--- config.mk ---
export PLATFORM = sky130hd
export DESIGN_NAME = pe_feeder
export DESIGN_NICKNAME = d
export VERILOG_FILES = /design/src/rtl/pe_feeder.sv
export SDC_FILE = /design/constraint.sdc
export NUM_CORES = 1
export LEC_CHECK = 0
export CORE_MARGIN = 1.5
export CORE_UTILIZATION = 38
export CTS_CLUSTER_SIZE = 40
export DETAILED_ROUTE_END_ITERATION = 10
export HOLD_SLACK_MARGIN = 0.03
export PLACE_DENSITY = 0.63
export SETUP_SLACK_MARGIN = 0.02
export SLEW_MARGIN = 5
export SYNTH_ARGS = -nofsm -noshare
export SYNTH_HDL_FRONTEND = slang
export SYNTH_SLANG_ARGS = --single-unit
export TNS_END_PERCENT = 50
--- constraint.sdc ---
create_clock -name clk -period 7.1 [get_ports clk]
set_clock_uncertainty 0.05 [all_clocks]
set_input_delay 1.42 -clock clk [delete_from_list [all_inputs] [get_ports clk]]
set_output_delay 1.42 -clock clk [all_outputs]
set_load 0.1 [all_outputs]
--- src/rtl/pe_feeder.sv ---
// Operand feeder for one PE: holds a neuron's data/weight pairs, streams them
// back-to-back on start, waits out the PE latency and latches the result.
module pe_feeder #(
  parameter int INPUT_WIDTH    = 8,
  parameter int WEIGHT_WIDTH   = 8,
  parameter int INPUT_NUM      = 32,
  parameter int PE_OUT_WIDTH   = 8,
  parameter int RESULT_LATENCY = 2,
  parameter int LOAD_WIDTH     = (INPUT_WIDTH > WEIGHT_WIDTH) ? INPUT_WIDTH : WEIGHT_WIDTH
) (
  input  logic                          clk,
  input  logic                          reset,
  input  logic                          load_en,
  input  logic                          load_sel,
  input  logic [$clog2(INPUT_NUM)-1:0]  load_addr,
  input  logic [LOAD_WIDTH-1:0]         load_value,
  input  logic                          start,
  output logic                          busy,
  output logic                          done,
  output logic                          new_weight,
  output logic                          input_available,
  output logic [INPUT_WIDTH-1:0]        input_data,
  output logic [WEIGHT_WIDTH-1:0]       weight,
  input  logic [PE_OUT_WIDTH-1:0]       pe_out,
  output logic [PE_OUT_WIDTH-1:0]       result,
  output logic                          result_valid
);

  localparam int ADDR_W  = $clog2(INPUT_NUM);
  localparam int BEAT_W  = $clog2(INPUT_NUM + 1);
  localparam int DRAIN_W = $clog2(RESULT_LATENCY + 1);
  localparam logic [ADDR_W:0]       NUM_A      = INPUT_NUM[ADDR_W:0];
  localparam logic [BEAT_W-1:0]     BEAT_END   = INPUT_NUM[BEAT_W-1:0];
  localparam logic [DRAIN_W-1:0]    DRAIN_INIT = RESULT_LATENCY[DRAIN_W-1:0];

  typedef enum logic [1:0] {IDLE, STREAM, DRAIN} state_t;

  state_t                    state, state_d;
  logic [BEAT_W-1:0]         beat_cnt, beat_d;
  logic [DRAIN_W-1:0]        drain_cnt, drain_d;
  logic                      busy_d, done_d, nw_d, ia_d, rv_d;
  logic [INPUT_WIDTH-1:0]    idata_d;
  logic [WEIGHT_WIDTH-1:0]   wt_d;
  logic [PE_OUT_WIDTH-1:0]   result_d;

  logic [INPUT_WIDTH-1:0]    data_mem   [INPUT_NUM];
  logic [WEIGHT_WIDTH-1:0]   weight_mem [INPUT_NUM];

  // A load coinciding with start is written at once; the overwritten entry is
  // kept here so the run that just began still streams the old operand.
  logic                      sh_vld, sh_sel;
  logic [ADDR_W-1:0]         sh_addr;
  logic [INPUT_WIDTH-1:0]    sh_data;
  logic [WEIGHT_WIDTH-1:0]   sh_wt;

  logic                      start_acc, load_ok;
  logic [ADDR_W-1:0]         beat_idx;
  logic [INPUT_WIDTH-1:0]    beat_data;
  logic [WEIGHT_WIDTH-1:0]   beat_wt;

  assign start_acc = start && (state == IDLE);
  assign load_ok   = load_en && (state == IDLE) && ({1'b0, load_addr} < NUM_A);
  assign beat_idx  = beat_cnt[ADDR_W-1:0];

  always_comb begin
    beat_data = data_mem[beat_idx];
    beat_wt   = weight_mem[beat_idx];
    if (sh_vld && (sh_addr == beat_idx)) begin
      if (sh_sel) beat_wt   = sh_wt;
      else        beat_data = sh_data;
    end
  end

  always_ff @(posedge clk) begin
    if (load_ok) begin
      if (load_sel) weight_mem[load_addr] <= load_value[WEIGHT_WIDTH-1:0];
      else          data_mem[load_addr]   <= load_value[INPUT_WIDTH-1:0];
    end
    if (start_acc) begin
      sh_sel  <= load_sel;
      sh_addr <= load_addr;
      sh_data <= data_mem[load_addr];
      sh_wt   <= weight_mem[load_addr];
    end
  end

  always_comb begin
    state_d  = state;
    beat_d   = beat_cnt;
    drain_d  = drain_cnt;
    busy_d   = busy;
    done_d   = 1'b0;
    nw_d     = 1'b0;
    ia_d     = 1'b0;
    idata_d  = '0;
    wt_d     = '0;
    result_d = result;
    rv_d     = result_valid;
    case (state)
      IDLE: begin
        if (start) begin
          state_d = STREAM;
          beat_d  = BEAT_W'(1);
          busy_d  = 1'b1;
          rv_d    = 1'b0;
          nw_d    = 1'b1;
          ia_d    = 1'b1;
          idata_d = data_mem[0];
          wt_d    = weight_mem[0];
        end
      end
      STREAM: begin
        if (beat_cnt == BEAT_END) begin
          state_d = DRAIN;
          drain_d = DRAIN_INIT;
        end else begin
          nw_d    = 1'b1;
          ia_d    = 1'b1;
          idata_d = beat_data;
          wt_d    = beat_wt;
          beat_d  = beat_cnt + 1'b1;
        end
      end
      DRAIN: begin
        if (drain_cnt == DRAIN_W'(1)) begin
          state_d  = IDLE;
          drain_d  = '0;
          beat_d   = '0;
          result_d = pe_out;
          rv_d     = 1'b1;
          done_d   = 1'b1;
          busy_d   = 1'b0;
        end else begin
          drain_d = drain_cnt - 1'b1;
        end
      end
      default: state_d = IDLE;
    endcase
  end

  always_ff @(posedge clk or negedge reset) begin
    if (!reset) begin
      state           <= IDLE;
      beat_cnt        <= '0;
      drain_cnt       <= '0;
      sh_vld          <= 1'b0;
      busy            <= 1'b0;
      done            <= 1'b0;
      new_weight      <= 1'b0;
      input_available <= 1'b0;
      input_data      <= '0;
      weight          <= '0;
      result          <= '0;
      result_valid    <= 1'b0;
    end else begin
      state           <= state_d;
      beat_cnt        <= beat_d;
      drain_cnt       <= drain_d;
      if (start_acc) sh_vld <= load_ok;
      busy            <= busy_d;
      done            <= done_d;
      new_weight      <= nw_d;
      input_available <= ia_d;
      input_data      <= idata_d;
      weight          <= wt_d;
      result          <= result_d;
      result_valid    <= rv_d;
    end
  end

endmodule

# [Yosys cells after proc, flatten, opt, wreduce, memory -nomap -nowiden]
# Memories as Yosys holds them, arrays and structs flattened. A register that Yosys moved wholly into a read port is not among the register bits.
# Index checks and enable logic that the tools add are counted.
[word_totals] register_bits=45 ramBits=512 in_bits=26 out_inout_bits=29 elab_cells=75 n_memories=2
[classes] add_sub_neg=2 eq_ne=9 muxes=37 n_reduce_logical=12
[memory_table] name="data_mem" words=32 word_bits=8 read_ports=3 rd_ports_with_merged_regs=1 wr=1 line_no="46" rtl="logic [INPUT_WIDTH-1:0] data_mem [INPUT_NUM];"
[memory_table] name="weight_mem" words=32 word_bits=8 read_ports=3 rd_ports_with_merged_regs=1 wr=1 line_no="47" rtl="logic [WEIGHT_WIDTH-1:0] weight_mem [INPUT_NUM];"
[ops] cell="$mux 8" n=8
[ops] cell="$pmux 8 s2" n=2
[ops] cell="$mux 6" n=3
[ops] cell="$pmux 6 s3" n=1
[ops] cell="$mux 1" n=14
[ops] cell="$mux 2" n=4
[ops] cell="$ne 2x2->1 const B" n=4
[ops] cell="$add 6x1->6 const B" n=1
[ops] cell="$eq 6x6->1 const B" n=1
[ops] cell="$pmux 1 s2" n=3
[ops] cell="$pmux 2 s3" n=1
[ops] cell="$reduce_and 3->1" n=2
[ops] cell="$eq 5x5->1" n=1
[ops] cell="$eq 2x1->1 const B" n=2
[ops] cell="$pmux 2 s2" n=1
[ops] cell="$reduce_and 2->1" n=2
[ops] cell="$reduce_and 4->1" n=1
[ops] cell="$reduce_bool 2->1" n=2
[ops] cell="$logic_and 1x1->1" n=3
[ops] cell="$reduce_bool 3->1" n=1
[ops] cell="$eq 2x2->1 const B" n=1
[ops] cell="$logic_not 2->1" n=1
[ops] cell="$sub 2x1->2 const B" n=1

# [Logic depth before layout (Yosys ltp)]
# Gate-level depths: netlist of run 1.
[depth] ltp_word=5 ltp_mapped=10 mapped_depth_nobuf=7

# [Least setup slack after synthesis of run 1]
# OpenSTA, ideal clock, no wires.
[synth_path] path_type="input-to-reg" start="input port load_addr[0]" end="memory weight_mem[11][0] (enable)" setup_time_ps=371 arrival_ps=2849 t_required_ps=6679 path_slack_ps=3831 stages=6 path_buffers=3 path_cell_list="clkbuf_1 -> buf_2 -> buf_2 -> and3_1 -> nand3_1 -> nor2_1"
[synth_lines] item="from (decl)" line_no="15" rtl="input logic [$clog2(INPUT_NUM)-1:0] load_addr,"
[synth_lines] item="to (decl)" line_no="47"
# Straight into the memory's write port.

==> results of run 1 <==
[per-layer routing]
| metal | GRT usage | vias to the layer above |
|---|---|---|
| li1 | - | 5994 |
| met1 | 0.297 | 7866 |
| met2 | 0.315 | 893 |
| met3 | 0.0406 | 92 |
| met4 | 0.0507 | 2 |
| met5 | 0 | - |
[through the flow]
| stage | hold WS [ns] | util | cell area [um^2] |
|---|---|---|---|
| floorplan | 0.397 | - | 26300 |
| global placement | 0.417 | 0.401 | 27400 |
| detailed placement | 0.435 | 0.401 | 27400 |
| CTS | 0.450 | 0.427 | 29200 |
| global route | 0.462 | 0.427 | 29200 |
| finish | 0.447 | 0.427 | 29200 |
[kinds of logic (layout without fill, tap and decap cells)]
kind of cell | after synthesis | count (layout) | synth area share
DFF | 573 | 573 | 0.648
adders and majority gates | 6 | 6 | 0.00286
xor gates and xnor gates | 5 | 5 | 0.00167
and+or+nand+nor | 206 | 206 | 0.0412
AOI/OAI and AO/OA | 204 | 204 | 0.0558
muxes | 279 | 279 | 0.225
buffers and inverters | 111 | 188 | 0.0256
[flip-flops by register name (all words and copies together), names as in the netlist]
register         count
sh_vld               1
weight_mem         256
sh_sel               1
done                 1
weight               8
input_data           8
sh_addr              5
result               8
beat_cnt             6
input_available      1
drain_cnt            2
busy                 1
sh_wt                8
data_mem           256
state                2
sh_data              8
result_valid         1
[worst paths after layout]
path | cells past startpoint | start | endpoint
max | 5 | load_addr[0] | sh_wt[0]
min | 2 | sh_data[1] | input_data[1]
max reg2reg | 5 | beat_cnt[0] | input_data[7]
min reg2reg | 2 | sh_data[1] | input_data[1]
max in group asynchronous | 2 | reset | beat_cnt[2]
min in group asynchronous | 2 | reset | busy
[Yosys cell counts, drive strengths merged, types with 5 or more instances]
master	n
nor2b	11
or3	5
clkbuf	32
ha	6
nand4	19
nand2	24
mux4	244
nor2	84
mux2	11
nand2b	5
dfrtp	39
edfxtp	534
nand3	17
o22ai	25
a21oi	14
buf	69
or4	5
xnor2	5
and2	6
a22oi	107
mux2i	24
o21ai	32
inv	10
[cell type report]
cell class | count | area [um^2] | share of cell area
sequential | 573 | 17000 | 0.583
multi-input combinational | 700 | 8590 | 0.294
clock buffer | 75 | 1470 | 0.0504
tap | 882 | 1100 | 0.0378
timing repair buffer | 78 | 682 | 0.0233
clock inverter | 25 | 305 | 0.0105
inverter | 10 | 37.5 | 0.00128
[critical path, delay by kind of cell]
| kind | cells | cell delay (ns) |
|---|---|---|
| AOI/OAI and AO/OA | 1 | 0.21 |
| buffers and inverters | 2 | 1.37 |
| muxes | 1 | 0.67 |
| and+or+nand+nor | 1 | 0.16 |
[power by group through the flow]
stage	registers, mW	logic [mW]	clock network [mW]
global route	4.00	2.19	3.11
CTS	3.99	2.09	3.00
global placement	4.05	2.07	0
finish	3.98	2.09	2.96
detailed placement	4.06	2.09	0
floorplan	4.45	1.20	0
==> results.tsv, run 1 <==
metric	value	unit
status	finished clean	
fin_ws	3.42	ns
cts_buffers	55	
dpl.hpwl	46500	um
antenna_found_initial	2	
cts_post_setup_buffers_inserted	0	
hold_viol_final	0	
grt_start_max_net_pins	85	
gr-total-overflow	0	
route.vias.total	14847	
ios	55	
yosys_most_used_dff	edfxtp_1	
cts_max_level	2	
finalNonFillerCells	2343	
drt_iter0_markers	2166	
dieArea	70700	um^2
wirelength	71900	um
tightest_slew	1.24	ns
crit_required	7.37	ns
cts_tree	yes	
wl_met2	33700	um
ir_drop	0.242	mV
cts_hold_buf	0	
routabilityCongestion	0.899	
final_nets	1450	
min_period	3.68	ns
p_int	6.28	mW
via_per_inst	6.34	
reg2reg_slack	3.60	ns
drc_errors	0	
n_antenna_cell	0	
dp.cells	2243	
die_y	266	um
synth-edff-count	534	
fill_cells	5900	
initial_utilization	0.384	
power	9.03	mW
ys_warn_count	0	
ys_types	63	
crit_type	input pin to flop	
seq_area_frac_synth	0.648	
antenna_left	0	
cts_root_buffer	clkbuf_16	
synth_top_area_share	0.611	
critPathArrivalTime	3.95	ns
holdCritPathClass	flop to flop	
grt_pass1_wl	105000	um
pwr-share-clk	0.327	
swShare	0.304	
syn_to_final_growth	11.2	%
cts.path.max_buffers	3	
path_max_fanout	51	
power.density	309	nW/um^2
wl_per_cell	30.7	um
fp.coreArea	68500	um^2
layout_common_cells	edfxtp_1 (534), mux4_2 (230), a22oi_1 (107)	
syn_area_per_cell	19.0	um^2
fp.dieW	266	um
wl_met1	29500	um
portBuffers	54	
combPwrFrac	0.232	
setup_tns	0	ns
setup_viol	0	
leakagePower	8.91	nW
drv_slew	0	
grt_pass1_vias	14582	
pre_cts_ws	2.74	ns
critPathCaptureType	flop	
synth_area_leaders	edfxtp_1 (61%), mux4_2 (20%), dfrtp_1 (3.7%)	
firstDrtPassIters	6	
timing.critical_path.cells	buf_8, buf_4, mux4_2, a22oi_1, nand4_1	
seqPwrFrac	0.441	
drive_gt1_frac	0.254	
grtUsageTotal	0.204	
syn-instance-count	1384	
cts-resized-gates	0	
synthArstFlopShare	0.0681	
maxCapViolations	0	
synth_area	26300	um^2
clock_sinks	573	
ys_seq_elements	573	
synthesis.nets	1416	
clk_pin_slew_worst_paths	0.06	ns
rsz0062_at_grt	no	
dr_wl_met3	7200	um
slowest_stage	buf_4	
p_switching	2.75	mW
synth_top_area_cell	edfxtp_1	
top_layer	met5	
clock_latency	0.62	ns
startpoint_type	input pin	
slew_headroom	0.173	
final_common_cell	edfxtp_1	
row_count	96	
crit_path_max_incr_delay	0.92	ns
timing.fmax	0.272	GHz
period_share	0.518	
(Power assumes the default switching activity.)
==> run 2: changes to the inputs <==
Clock period 7.1 ns to 3.75 ns, I/O delays scaled along.
==> results.tsv, run 2 (synthesized netlist as in run 1, its figures left out) <==
metric	value	unit	change
finalNonFillerCells	2419		+3.2%
swShare	0.307		+0.00276
dieArea	70700	um^2	unchanged
wirelength	73400	um	+2.1%
cts_post_setup_buffers_inserted	0		unchanged
initial_utilization	0.384		unchanged
antenna_found_initial	2		unchanged
firstDrtPassIters	6		unchanged
cts_buffers	56		+1.8%
maxCapViolations	0		unchanged
pwr-share-clk	0.326		about the same
die_y	266	um	unchanged
critPathArrivalTime	3.10	ns	-0.85 ns
setup_tns	0	ns	unchanged
gr-total-overflow	0		unchanged
period_share	0.779		
cts-resized-gates	0		unchanged
grt_pass1_vias	15066		+3.3%
startpoint_type	flop		
grtUsageTotal	0.209		+0.00504
cts_root_buffer	clkbuf_16		
largest_registers	data_mem x256, weight_mem x256		
layout_common_cells	edfxtp_1 (534), mux4_2 (230), a22oi_1 (107)		
dpl.hpwl	48700	um	+4.8%
row_count	96		unchanged
routabilityCongestion	0.884		-1.7%
top_layer	met5		
cts_hold_buf	0		unchanged
hold_viol_final	0		unchanged
leakagePower	9.32	nW	+4.6%
syn_to_final_growth	13.8	%	
cts.path.max_buffers	3		unchanged
wl_per_cell	30.3	um	-1.1%
fp.coreArea	68500	um^2	unchanged
dr_wl_met3	7340	um	+1.8%
rsz0062_at_grt	no		
slew_headroom	0.161		-0.0116
wl_met1	29800	um	+0.99%
min_period	2.92	ns	
critPathCaptureType	flop		
route.vias.total	15247		+2.7%
via_per_inst	6.30		-0.53%
crit_type	flop to flop		
cts_max_level	2		unchanged
ir_drop	0.577	mV	+140%
final_nets	1523		+5.0%
timing.fmax	0.342	GHz	
p_int	11.9	mW	+90%
cts_tree	yes		
seqPwrFrac	0.432		-0.009
combPwrFrac	0.242		+0.010
clk_pin_slew_worst_paths	0.06	ns	about the same
setup_viol	0		unchanged
crit_required	3.93	ns	-3.44 ns
fp.dieW	266	um	unchanged
clock_latency	0.63	ns	about the same
drc_errors	0		unchanged
drive_gt1_frac	0.293		+0.0395
path_max_fanout	12		-76%
dp.cells	2315		+3.2%
status	finished clean		
drt_iter0_markers	2182		+0.74%
ios	55		unchanged
drv_slew	0		unchanged
final_common_cell	edfxtp_1		
wl_met2	34600	um	+2.7%
fin_util	0.436		+0.00965
power.density	577	nW/um^2	+87%
p_switching	5.29	mW	+93%
clock_sinks	573		unchanged
antenna_left	0		unchanged
grt_start_max_net_pins	67		-21%
holdCritPathClass	input pin to asynchronous set/reset pin		
portBuffers	54		unchanged
grt_pass1_wl	107000	um	+2.5%
tightest_slew	1.26	ns	+0.0219 ns
n_antenna_cell	0		unchanged
run 2: cell count changes in the layout (fill, tap and decap cells not counted), sizes merged:
cell      delta
buf         +72
bufinv       -2
clkbuf       +2
clkinvlp     +6
inv          -2
run 2: metal layers:
layer	global-route usage	vias up
li1	-	6143
met2	0.327	934
met3	0.0402	122
met4	0.0502	2
met1	0.301	8046
met5	0	-
run 2: worst max-delay path, stage by stage (launching register included):
cell     delay (ns)
dfrtp_1        0.39
inv_1          0.10
ha_1           0.47
nor3b_1        0.30
nand2_1        0.32
nor2_1         0.90
run 2: worst paths after layout:
kind                           start               to  slack, ns  cells past startpoint
setup / recovery            state[0]  data_mem[24][4]       0.83                      5
hold / removal                 reset        result[4]       0.25                      1
setup reg to reg            state[0]  data_mem[24][4]       0.83                      5
hold reg to reg            result[6]        result[6]       0.45                      1
max in group asynchronous      reset      beat_cnt[1]       2.68                      1
min in group clk           result[6]        result[6]       0.45                      1
run 2: power by group through the flow:
stage / logic [mW] / registers, mW / clock network, mW
final: 4.18 / 7.44 / 5.62
after global placement: 4.13 / 7.57 / 0
after global routing: 4.37 / 7.47 / 5.93
after floorplan: 2.26 / 8.42 / 0
after detailed placement: 4.17 / 7.58 / 0
after CTS: 4.19 / 7.44 / 5.68
run 2: final cells by class:
type                       instances  area (um^2)
timing repair buffer             150         1310
tap                              882         1100
sequential                       573        17000
fill                            5843        38600
clock buffer                      77         1520
inverter                          10         37.5
clock inverter                    27          295
multi-input combinational        700         8580
run 2: per-stage QoR:
step           setup WS (ns)  power [mW]  hold WS, ns  cell area, um^2
3_5_place_dp           0.467        11.8        0.440            28100
2_1_floorplan           1.15        10.7        0.397            26300
4_1_cts                0.800        17.3        0.287            29900
5_1_grt                0.628        17.8        0.350            29900
6_report               0.830        17.2        0.247            29900
3_3_place_gp           0.567        11.7        0.420            28100
